<file path="config.mk">
export PLATFORM = sky130hd
export DESIGN_NAME = serial_sum_deserializer_flat
export DESIGN_NICKNAME = d
export VERILOG_FILES = /design/src/rtl/serial_pkg.sv /design/src/rtl/serial_sum_deserializer_if.sv /design/src/rtl/serial_bit_counter.sv /design/src/rtl/serial_sum_deserializer.sv /design/src/flat_wrapper.sv
export SDC_FILE = /design/constraint.sdc
export NUM_CORES = 1
export LEC_CHECK = 0
export ABC_CLOCK_PERIOD_IN_PS = 2700
export CORE_UTILIZATION = 50
export DETAILED_ROUTE_END_ITERATION = 12
export PLACE_DENSITY = 0.83
export SKIP_CTS_REPAIR_TIMING = 1
export SLEW_MARGIN = 40
export SYNTH_ARGS = -nofsm -noshare
export SYNTH_HDL_FRONTEND = slang
export SYNTH_HIERARCHICAL = 1
export SYNTH_SLANG_ARGS = --single-unit
</file>
<file path="constraint.sdc">
create_clock -name clk -period 2.7 [get_ports clk]
set_input_delay 0.675 -clock clk [delete_from_list [all_inputs] [get_ports clk]]
set_output_delay 0.675 -clock clk [all_outputs]
set_load 0.03 [all_outputs]
</file>
<file path="src/rtl/serial_pkg.sv">
// Shared definitions for the bit-serial arithmetic stream: FSM encoding,
// default frame width and the bit-order convention common with the serial adder.
package serial_pkg;

  typedef enum logic [1:0] {
    S_IDLE  = 2'b00,
    S_SHIFT = 2'b01,
    S_HOLD  = 2'b10
  } state_t;

  localparam int DEFAULT_WIDTH = 4;
  localparam int CNT_W         = 5;

  // Serial words travel least-significant bit first.
  localparam bit LSB_FIRST = 1'b1;

  function automatic logic [CNT_W-1:0] last_index(input int width);
    return CNT_W'(width - 1);
  endfunction

endpackage

</file>
<file path="src/rtl/serial_sum_deserializer_if.sv">
// Serial sum/carry input and parallel valid/ready result port of the deserializer.
interface serial_sum_deserializer_if
  import serial_pkg::*;
#(
  parameter int WIDTH = DEFAULT_WIDTH
);
  logic             sin_valid;
  logic             sin_first;
  logic             sin_bit;
  logic             sin_carry;
  logic [WIDTH:0]   out_data;
  logic             out_valid;
  logic             out_ready;
  logic             busy;
  logic             overrun;
  logic             frame_err;

  modport master (
    output sin_valid, sin_first, sin_bit, sin_carry, out_ready,
    input  out_data, out_valid, busy, overrun, frame_err
  );

  modport slave (
    input  sin_valid, sin_first, sin_bit, sin_carry, out_ready,
    output out_data, out_valid, busy, overrun, frame_err
  );
endinterface

</file>
<file path="src/rtl/serial_bit_counter.sv">
// Loadable bit-position counter with a terminal-count flag at WIDTH-1;
// saturates there instead of wrapping.
module serial_bit_counter
  import serial_pkg::*;
#(
  parameter int WIDTH = DEFAULT_WIDTH,
  parameter int CW    = CNT_W
) (
  input  logic          clk,
  input  logic          rst,
  input  logic          load,
  input  logic [CW-1:0] load_val,
  input  logic          inc,
  output logic          tc
);
  logic [CW-1:0] cnt_reg;

  always_ff @(posedge clk) begin
    if (rst) begin
      cnt_reg <= '0;
    end else if (load) begin
      cnt_reg <= load_val;
    end else if (inc && !tc) begin
      cnt_reg <= cnt_reg + CW'(1);
    end
  end

  assign tc = (cnt_reg == CW'(last_index(WIDTH)));

endmodule

</file>
<file path="src/rtl/serial_sum_deserializer.sv">
// Collects LSB-first serial sum bits plus the final carry and presents the
// (WIDTH+1)-bit result {carry, sum} on a valid/ready port.
module serial_sum_deserializer
  import serial_pkg::*;
#(
  parameter int WIDTH = DEFAULT_WIDTH,
  parameter int CW    = CNT_W
) (
  input  logic                    clk,
  input  logic                    rst,
  serial_sum_deserializer_if.slave bus
);
  state_t           state_reg;
  logic [WIDTH-1:0] sh_reg;
  logic [WIDTH-1:0] sh_next;
  logic [WIDTH-1:0] first_word;
  logic [WIDTH:0]   out_data_reg;
  logic             out_valid_reg;
  logic             busy_reg;
  logic             overrun_reg;
  logic             frame_err_reg;

  logic             take_first;
  logic             take_bit;
  logic             cnt_load;
  logic [CW-1:0]    cnt_load_val;
  logic             cnt_inc;
  logic             cnt_tc;

  assign take_first = bus.sin_valid && bus.sin_first;
  assign take_bit   = bus.sin_valid && !bus.sin_first;

  // New bits enter at the end that ends up most significant, so after
  // WIDTH samples the first bit lands in bit 0.
  genvar gi;
  generate
    if (LSB_FIRST) begin : g_lsb
      assign first_word = {bus.sin_bit, {(WIDTH-1){1'b0}}};
      for (gi = 0; gi < WIDTH; gi++) begin : g_sh
        if (gi == WIDTH-1) begin : g_top
          assign sh_next[gi] = bus.sin_bit;
        end else begin : g_mid
          assign sh_next[gi] = sh_reg[gi+1];
        end
      end
    end else begin : g_msb
      assign first_word = {{(WIDTH-1){1'b0}}, bus.sin_bit};
      for (gi = 0; gi < WIDTH; gi++) begin : g_sh
        if (gi == 0) begin : g_bot
          assign sh_next[gi] = bus.sin_bit;
        end else begin : g_mid
          assign sh_next[gi] = sh_reg[gi-1];
        end
      end
    end
  endgenerate

  always_comb begin
    cnt_load     = 1'b0;
    cnt_load_val = '0;
    cnt_inc      = 1'b0;
    case (state_reg)
      S_IDLE: begin
        if (take_first) begin
          cnt_load     = 1'b1;
          cnt_load_val = CW'(1);
        end
      end
      S_SHIFT: begin
        if (take_first) begin
          cnt_load     = 1'b1;
          cnt_load_val = CW'(1);
        end else if (take_bit) begin
          if (cnt_tc) cnt_load = 1'b1;
          else        cnt_inc  = 1'b1;
        end
      end
      S_HOLD: begin
        if (bus.out_ready && take_first) begin
          cnt_load     = 1'b1;
          cnt_load_val = CW'(1);
        end
      end
      default: cnt_load = 1'b1;
    endcase
  end

  serial_bit_counter #(
    .WIDTH (WIDTH),
    .CW    (CW)
  ) u_cnt (
    .clk      (clk),
    .rst      (rst),
    .load     (cnt_load),
    .load_val (cnt_load_val),
    .inc      (cnt_inc),
    .tc       (cnt_tc)
  );

  always_ff @(posedge clk) begin
    if (rst) begin
      state_reg     <= S_IDLE;
      sh_reg        <= '0;
      out_data_reg  <= '0;
      out_valid_reg <= 1'b0;
      busy_reg      <= 1'b0;
      overrun_reg   <= 1'b0;
      frame_err_reg <= 1'b0;
    end else begin
      frame_err_reg <= 1'b0;
      case (state_reg)
        S_IDLE: begin
          if (take_first) begin
            sh_reg    <= first_word;
            busy_reg  <= 1'b1;
            state_reg <= S_SHIFT;
          end
        end
        S_SHIFT: begin
          if (take_first) begin
            sh_reg        <= first_word;
            frame_err_reg <= 1'b1;
          end else if (take_bit) begin
            sh_reg <= sh_next;
            if (cnt_tc) begin
              out_data_reg  <= {bus.sin_carry, sh_next};
              out_valid_reg <= 1'b1;
              busy_reg      <= 1'b0;
              state_reg     <= S_HOLD;
            end
          end
        end
        S_HOLD: begin
          if (bus.out_ready) begin
            out_valid_reg <= 1'b0;
            if (take_first) begin
              sh_reg    <= first_word;
              busy_reg  <= 1'b1;
              state_reg <= S_SHIFT;
            end else begin
              state_reg <= S_IDLE;
            end
          end else if (bus.sin_valid) begin
            overrun_reg <= 1'b1;
          end
        end
        default: begin
          state_reg     <= S_IDLE;
          sh_reg        <= '0;
          out_data_reg  <= '0;
          out_valid_reg <= 1'b0;
          busy_reg      <= 1'b0;
          overrun_reg   <= 1'b0;
          frame_err_reg <= 1'b0;
        end
      endcase
    end
  end

  assign bus.out_data  = out_data_reg;
  assign bus.out_valid = out_valid_reg;
  assign bus.busy      = busy_reg;
  assign bus.overrun   = overrun_reg;
  assign bus.frame_err = frame_err_reg;

endmodule

</file>
<file path="src/flat_wrapper.sv">
// flat-port wrapper written by rule: the top's interface ports become plain ports
module serial_sum_deserializer_flat import serial_pkg::*;
#(
  parameter int WIDTH = DEFAULT_WIDTH,
  parameter int CW    = CNT_W
)
  (clk, rst, bus_sin_valid, bus_sin_first, bus_sin_bit, bus_sin_carry, bus_out_ready, bus_out_data, bus_out_valid, bus_busy, bus_overrun, bus_frame_err);
  serial_sum_deserializer_if #(.WIDTH(WIDTH)) bus_i ();
  input  logic clk;
  input  logic rst;
  input wire logic [$bits(bus_i.sin_valid)-1:0] bus_sin_valid;
  input wire logic [$bits(bus_i.sin_first)-1:0] bus_sin_first;
  input wire logic [$bits(bus_i.sin_bit)-1:0] bus_sin_bit;
  input wire logic [$bits(bus_i.sin_carry)-1:0] bus_sin_carry;
  input wire logic [$bits(bus_i.out_ready)-1:0] bus_out_ready;
  output wire logic [$bits(bus_i.out_data)-1:0] bus_out_data;
  output wire logic [$bits(bus_i.out_valid)-1:0] bus_out_valid;
  output wire logic [$bits(bus_i.busy)-1:0] bus_busy;
  output wire logic [$bits(bus_i.overrun)-1:0] bus_overrun;
  output wire logic [$bits(bus_i.frame_err)-1:0] bus_frame_err;
  assign bus_i.sin_valid = bus_sin_valid;
  assign bus_i.sin_first = bus_sin_first;
  assign bus_i.sin_bit = bus_sin_bit;
  assign bus_i.sin_carry = bus_sin_carry;
  assign bus_i.out_ready = bus_out_ready;
  assign bus_out_data = bus_i.out_data;
  assign bus_out_valid = bus_i.out_valid;
  assign bus_busy = bus_i.busy;
  assign bus_overrun = bus_i.overrun;
  assign bus_frame_err = bus_i.frame_err;
  serial_sum_deserializer #(.WIDTH(WIDTH), .CW(CW)) u_core (.clk(clk), .rst(rst), .bus(bus_i));
endmodule
</file>
---- Word-level counts from Yosys, hierarchy flattened ----
Index checks and enable logic that the tools add are counted.
storage, ports and cells
  register bits ........................... 20
  output and inout port bits .............. 9
  word-level logic and storage cells ...... 86
cells by class
  add/subtract/negate cells ............... 1
  eq/ne operators ......................... 11
  multiplexer cells ....................... 45
  bitwise logic cells ..................... 4
  reductions and logical operators ........ 17
operators by type and width
  kind                   count
  $mux W5                5
  $mux W1                23
  $pmux W5 S2            2
  $mux W4                4
  $pmux W4 S3            1
  $mux W2                5
  $ne A2 B2 Y1 const B   5
  $reduce_and A5 Y1      2
  $pmux W1 S3            3
  $reduce_and A4 Y1      2
  $pmux W2 S3            1
  $reduce_or A2 Y1       3
  $add A5 B1 Y5 const B  1
  $eq A5 B2 Y1 const B   1
  $logic_and A1 B1 Y1    4
  $ne A2 B1 Y1 const B   2
  $not A1 Y1             4
  $ne A3 B1 Y1 const B   1
  $reduce_and A3 Y1      1
  $eq A2 B1 Y1 const B   1
  $eq A2 B2 Y1 const B   1
  $logic_not A1 Y1       2
  $logic_not A2 Y1       1
  $pmux W1 S2            1
  other kinds (2)        2

---- Depth between registers and ports, before layout ----
Gate-level depths: netlist of the first run.
  word-level depth ........................ 8
  mapped depth ............................ 7

---- Modules after synthesis ----
The synthesis of the first run kept the hierarchy.
modules (own cells, without submodules)
  module                   instances  cells each  area each (um^2)  seq. area each (um^2)
  serial_sum_deserializer  1          60          581.8             280.3
  serial_bit_counter       1          32          307.8             100.1

---- Worst setup path after synthesis of the first run ----
No wires, ideal clock.
  path kind ............................... register to register
  from .................................... register u_core.u_cnt.cnt_reg[0]
  to ...................................... register u_core.u_cnt.cnt_reg[4]
  setup time .............................. 0.133 ns
  arrival time ............................ 1.693 ns
  required time ........................... 2.567 ns
  path slack .............................. 0.874 ns
  cell stages (with the launch flop) ...... 8
  clock period less this slack ............ 1.826 ns
  path through ............................ dfxtp_1 -> ha_1 -> nor4b_4 -> a21oi_1 -> o22ai_1 -> inv_1 -> o22ai_1 -> a311oi_1
between the ends
  elaborated cells between the ends (all ways) .. 15
  classes of those cells .................. 1 x add/sub; 1 x eq/ne; 10 x mux; 3 x reduce/logical
RTL lines
  item                                                  line                           RTL
  start: declaration                                    serial_bit_counter.sv:16       logic [CW-1:0] cnt_reg;
  start signal: assignment                              serial_bit_counter.sv:22       cnt_reg <= load_val;
  start signal: assignment                              serial_bit_counter.sv:24       cnt_reg <= cnt_reg + CW'(1);
  $eq A5 B2 Y1 *                                        serial_bit_counter.sv:28       assign tc = (cnt_reg == CW'(last_index(WIDTH)));
  via u_core.cnt_tc                                     serial_sum_deserializer.sv:28  logic cnt_tc;
  $mux W1 *                                             serial_sum_deserializer.sv:74  if (cnt_tc) cnt_load = 1'b1;
  $mux W1 *                                             serial_sum_deserializer.sv:73  end else if (take_bit) begin
  $mux W1 *                                             serial_sum_deserializer.sv:70  if (take_first) begin
  $pmux W1 S3 *                                         serial_sum_deserializer.sv:62  case (state_reg)
  via u_core.cnt_load                                   serial_sum_deserializer.sv:25  logic cnt_load;
  $mux W5 / $reduce_bool A2 Y1 (equally long branches)  -
The timed path passes the listed nets; every way through them passes the cells marked *. The select of a mux whose other input is x is not followed.
A chain may end at the register's enable or synchronous reset.

---- Final worst setup path of the first run ----
  from .................................... input port bus_sin_valid
  to ...................................... register u_core.u_cnt.cnt_reg[2]
between the ends
  longest elaborated chain between the ends .. 6
  elaborated cells between the ends (all ways) .. 14
  classes of those cells .................. 9 x mux; 5 x reduce/logical
RTL lines
  item                            line                           RTL
  start: declaration              flat_wrapper.sv:11             input wire logic [$bits(bus_i.sin_valid)-1:0] bus_sin_valid;
  $logic_and A1 B1 Y1             serial_sum_deserializer.sv:31  assign take_bit = bus.sin_valid && !bus.sin_first;
  $mux W1                         serial_sum_deserializer.sv:73
  $mux W1 *                       serial_sum_deserializer.sv:70
  $mux W1 *                       serial_sum_deserializer.sv:62
  via u_core.cnt_inc              serial_sum_deserializer.sv:27  logic cnt_inc;
  $logic_and A1 B1 Y1 *           serial_bit_counter.sv:23       end else if (inc && !tc) begin
  $reduce_bool A2 Y1 (no line) *  -
The timed path passes the listed nets; every way through them passes the cells marked *.

==> results by group, run 1 <==
Power
  • Switching Fraction: 26.2%
  • Power density over the cells: 460 nW/um^2
  • Peak supply drop: 0.467 mV
  • Internal power: between 0.3 and 0.4 mW
  • Clock share of power: 27.9%
  • Gate power share: 13.1%
  • Leak: 0.406 nW
  • Sequential Power Share: 58.9%
  • Sw Pwr: 0.134 mW
  • Overall Power: 0.510 mW

CTS
  • Max Buffers Root-to-Sink: 2
  • Worst-path clk slew: roughly 0.11 ns
  • CTS tree: yes
  • Number of H-tree levels: 1
  • Root Buffer: clkbuf_4
  • TritonCTS Sinks: 19
  • Total CTS buffers: 3
  • Worst skew pair latency: 0.30 ns

Synth
  • Simple-gate share of the synthesized area: 26.2%
  • Post-Synthesis Cell Area: 890 um^2
  • FF+latch count, synth: 19
  • Compound-Gate Fraction of Synth Area: between 20% and 30%
  • Register area share after synthesis: 42.8%
  • Main combinational cell family by area after synthesis: simple AND/OR/NAND/NOR gates
  • Synth Instances: 92
  • Avg Cell Area, Syn: 9.67 um^2
  • Netlist cell types: 35
  • Multiplexer share of the synthesized area: under 10%
  • Synthesis Warnings: 6
  • Synth Area in Adders: 1.41%
  • Post-Synth XOR/XNOR Area: 1.97%

Cells and area
  • Layout cells sized above 1: between 10% and 20%
  • ANT cells: 0
  • Syn-to-layout area delta: 24.6%
  • Final nets: 124
  • Final Util: 70.3%

Placed design
  • Placer Congestion: between 0.8 and 0.9
  • Port buffer count: 15
  • Final HPWL DP: 1.43 mm

Detailed routing
  • # DRC: 1
  • Via count: 793
  • Routed WL: 1.92 mm
  • DR vias/cell: 6.05
  • Routed WL per cell: approximately 15 um
  • Iter 0 DRT Violations: 37
  • Detail Route Antenna Nets: 0
  • Initial DRT Pass Iterations: 8

Status
  • Violated checks: DRC
  • Status: complete, but fails checks

Global routing
  • Global-route wire length before repair: 3.39 mm
  • Initial antenna violation count: 0
  • Overall Global Routing Usage: 23.7%
  • Grt total ovfl: 0
  • Largest net degree at the start of global routing: 12
  • Vias in the first global route: 797

Timing
  • Period utilisation layout: 80.6%
  • Fmax: approximately 0.46 GHz
  • Setup violators final: 0
  • Hold Violations, Final: 0
  • Post-layout minimum cycle time: 2.18 ns
  • Clock skew: 0.00422 ns
  • Worst slew pin tran: about 0.52 ns
  • RSZ-0062 raised after global routing: false
  • Relative slew slack: 65.3%
  • TNS Setup: 0 ns
  • Max-slew violations: 0

Floorplanning
  • Die width: 44.2 um
  • Die area: 1950 um^2
  • Starting density of the core: 56.4%
  • Die height: 44.2 um
  • Total core area: ~1600 um^2
  • Top Ports: 16
  • Row Count: 14

Critical path
  • Worst Path Required: 2.92 ns
  • R2R depth: 7
  • CP Max Fanout: 6
  • Startpoint types: input port
  • Arrival time at the worst endpoint: roughly 2.4 ns
  • Crit Path Class: input port to register
  • Crit. End Element: register

Worst hold path
  • Hold/Removal Path Class: register to register
  • Worst hold path stage count: 2

Run
  • Max_cap viols: 0
[placed cells by master (no fill, tap or decap), drive strengths merged, types with 3 or more instances in the layout]
| cell | count |
|---|---|
| conb | 4 |
| clkdlybuf4s50 | 15 |
| nand2b | 5 |
| clkbuf | 3 |
| nor2 | 4 |
| mux2i | 3 |
| dfxtp | 19 |
| inv | 3 |
| a22o | 5 |
| a21oi | 7 |
| o21ai | 7 |
| nor2b | 4 |
| nand2 | 5 |
[through the flow]
step | std cells | setup WS (ns) | instance area, um^2 | hold slack, ns
2_1_floorplan | 95 | 0.874 | 901 | 0.442
3_3_place_gp | 127 | 0.301 | 1080 | 0.448
3_5_place_dp | 127 | 0.255 | 1080 | 0.457
4_1_cts | 131 | 0.551 | 1110 | 0.475
5_1_grt | 131 | 0.413 | 1110 | 0.498
6_report | 131 | 0.524 | 1110 | 0.474
[power by group through the flow]
stage | clock network [mW] | registers (mW) | logic [mW]
5_1_grt | 0.160 | 0.302 | 0.0727
6_report | 0.143 | 0.301 | 0.0670
4_1_cts | 0.146 | 0.300 | 0.0657
2_1_floorplan | 0 | 0.307 | 0.0386
3_5_place_dp | 0 | 0.307 | 0.0655
3_3_place_gp | 0 | 0.306 | 0.0621
[synth_stat cells, drive strengths merged]
master,number,area share (%)
nor2b,4,3.7
and2b,1,1.1
nor2,4,1.7
o21ai,7,3.9
nand3,2,1.1
or2,1,0.70
o22ai,2,1.4
a21o,1,0.84
ha,1,1.4
nand4,1,0.70
a211oi,2,1.7
or3,1,0.70
a22o,5,4.9
buf,1,0.56
or4b,2,2.3
dfxtp,19,43
inv,3,1.3
nor3,2,1.1
xnor2,2,2.0
and4b,1,1.1
and2,2,1.7
nand2b,5,3.5
conb,1,0.42
a21oi,7,3.9
nor4b,1,2.7
a311oi,2,2.7
or3b,2,2.0
nand2,5,2.1
a41oi,1,0.98
a221oi,1,1.7
mux2i,3,3.4
[cells by family (layout without fill, tap and decap cells)]
family | count (synthesis) | in the layout
other | 1 | 4
AOI/OAI and AO/OA | 28 | 28
buffers and inverters | 4 | 24
xor gates and xnor gates | 2 | 2
adders and majority gates | 1 | 1
DFF | 19 | 19
and+or+nand+nor | 34 | 34
muxes | 3 | 3
[layout make-up]
class | instances | area, um^2
Fill cell | 131 | 468
Sequential cell | 19 | 380
Clock inverter | 1 | 5.00
Clock buffer | 3 | 22.5
Multi-Input combinational cell | 72 | 504
Timing Repair Buffer | 17 | 165
Inverter | 3 | 11.3
Tap cell | 16 | 20.0
[layer usage]
layer  global-route usage, %  part of all wire (%)  vias to the layer above
li1                        -                     -                      386
met1                    29.2                    45                      365
met2                    39.1                    45                       32
met3                    4.90                   6.3                       10
met4                    12.1                   3.0                        0
met5                       0                     0                        -
[worst paths after layout]
kind | startpoint | end | slack [ns]
setup / recovery | bus_sin_valid | u_core/u_cnt/cnt_reg[2] | 0.52
hold / removal | u_core/bus.out_valid | u_core/bus.out_valid | 0.47
setup reg to reg | u_core/u_cnt/cnt_reg[0] | u_core/u_cnt/cnt_reg[1] | 0.60
hold reg to reg | u_core/bus.out_valid | u_core/bus.out_valid | 0.47
[critical path: stages]
cell	delay [ns]
clkdlybuf4s50_1	0.56
and2b_4	0.21
nand2_1	0.05
nor2_1	0.20
nand2_1	0.12
or3_1	0.34
a221oi_2	0.23
Note: power is estimated with default switching activity, not from simulation.
==> run 2: changes to the inputs <==
Settings changed: ABC_CLOCK_PERIOD_IN_PS 2700 to 2270.
Clock period 2.7 ns to 2.27 ns, I/O delays scaled along.
==> run 2 against run 1 <==
  * Sequential share of layout area is 0.90 points lower
  * The run still ends with DRC left
  * Hold slack got worse by 0.0036 ns
  * Setup slack lost 0.23 ns
  * Via count is 2.6% lower
  * Flip-flop and latch count is the same
  * Highest routed layer unchanged
  * First-iteration DRC count decreased by 57%
  * Clock skew about the same
  * Die area stayed put
  * Combinational power grew 23%
  * Wire length is 9.4% lower
  * Final cell count up 3.1%
==> results by group, run 2 (synthesis results as in run 1) <==
Status
  • Status: complete, but fails checks
  • Violated checks: DRC

Placed design
  • Placed Cells incl. Taps: 131
  • Port buffer count: 15
  • Final HPWL DP: 1.32 mm
  • Placer Congestion: 0.816

Cells and area
  • Commonest non-fill, non-tap cell in the layout: dfxtp_1
  • Final Util: 72.2%
  • Post-route insts no fill: 135
  • ANT cells: 0
  • Final nets: ~130
  • Most frequent cells in the layout: dfxtp_1, clkdlybuf4s50_1, a21oi_1
  • Layout cells sized above 1: 14.3%
  • Syn-to-layout area delta: 28.0%
  • Filler instances: 137

Timing
  • Fmax: between 0.5 and 0.6 GHz
  • Period utilisation layout: around 87%
  • Hold slack: 0.471 ns
  • Max-slew violations: 0
  • RSZ-0062 raised after global routing: false
  • Hold Violations, Final: 0
  • Post-layout minimum cycle time: 1.98 ns
  • Clock skew: 0.00419 ns
  • Setup violators final: 0

CTS
  • TritonCTS Sinks: 19
  • Worst-path clk slew: between 0.1 and 0.15 ns
  • Root Buffer: clkbuf_4
  • CTS tree: yes
  • Worst skew pair latency: 0.29 ns
  • Max Buffers Root-to-Sink: 2
  • Number of H-tree levels: 1
  • Total CTS buffers: 3

Detailed routing
  • Detail Route Antenna Nets: 0
  • Initial DRT Pass Iterations: 8
  • DR vias/cell: 5.72
  • Routed WL: 1.74 mm
  • Iter 0 DRT Violations: 16
  • Routed WL per cell: 12.9 um
  • # DRC: 1
  • Via count: 772

Global routing
  • Overall Global Routing Usage: between 20 and 25%
  • Vias in the first global route: 710
  • Initial antenna violation count: 0
  • Grt total ovfl: 0
  • Global-route wire length before repair: 2.99 mm
  • Largest net degree at the start of global routing: 12

Floorplanning
  • Starting density of the core: between 50% and 60%
  • Die height: 44.2 um
  • Total core area: 1580 um^2
  • Die width: 44.2 um
  • Die area: approximately 2000 um^2
  • Row Count: 14
  • Top Ports: 16

Critical path
  • Crit Path Class: input port to register
  • CP startpoint: bus_sin_first
  • Startpoint types: input port
  • R2R depth: 7
  • CP Max Fanout: 4
  • Crit. End Element: register
  • Worst Path Required: 2.49 ns
  • R2R Path Start: u_core/u_cnt/cnt_reg[0]
  • Arrival time at the worst endpoint: 2.20 ns

Power
  • Power density over the cells: 535 nW/um^2
  • Leak: 0.425 nW
  • Peak supply drop: about 0.34 mV

Run
  • Max_cap viols: 0

Worst hold path
  • Hold/Removal Path Class: register to register
  • Worst hold path stage count: 2
  • Worst Hold Launch: u_core/sh_reg[1]
==> run 2: layout make-up <==
type	instances	area [um^2]	share of cell area, %
clock buffer	3	22.5	1.98
clock inverter	1	5.00	0.440
inverter	3	11.3	0.989
multi-input combinational	72	504	44.3
sequential	19	380	33.4
tap	16	20.0	1.76
timing repair buffer	21	195	17.1
==> run 2: final timing paths <==
check | endpoint | slack (ns)
max reg2reg | u_core/u_cnt/cnt_reg[2] | 0.39
min reg2reg | u_core/sh_reg[1] | 0.47
min | u_core/sh_reg[1] | 0.47
max | u_core/u_cnt/cnt_reg[2] | 0.29
==> run 2: per-stage QoR <==
step | TNS (ns) | area, um^2 | power, mW | setup WS (ns)
floorplan | 0 | 901 | 0.411 | 0.444
global placement | 0 | 1110 | 0.443 | 0.0569
detailed placement | -0.0107 | 1110 | 0.445 | -0.0107
CTS | 0 | 1140 | 0.612 | 0.304
global route | 0 | 1140 | 0.634 | 0.188
finish | 0 | 1140 | 0.609 | 0.291
==> run 2: critical path, stage by stage <==
cell	delay [ns]
clkdlybuf4s50_1	0.44
and2b_4	0.28
nand2_1	0.05
nor2_1	0.21
nand2_1	0.11
or3_1	0.33
a221oi_2	0.21
==> run 2: layer usage <==
layer	vias up	routed length, um	global-route usage [%]	part of all wire [%]
met2	18	816	33.5	47
met5	-	0	0	0
li1	390	-	-	-
met1	362	840	27.1	48
met4	0	9	7.27	0.52
met3	2	72	2.45	4.1
==> run 2: report_power, final <==
group          switching, mW  internal, mW  leakage [nW]
sequential            0.0127         0.344         0.155
combinational         0.0396        0.0427         0.252
clock                  0.105        0.0655        0.0177
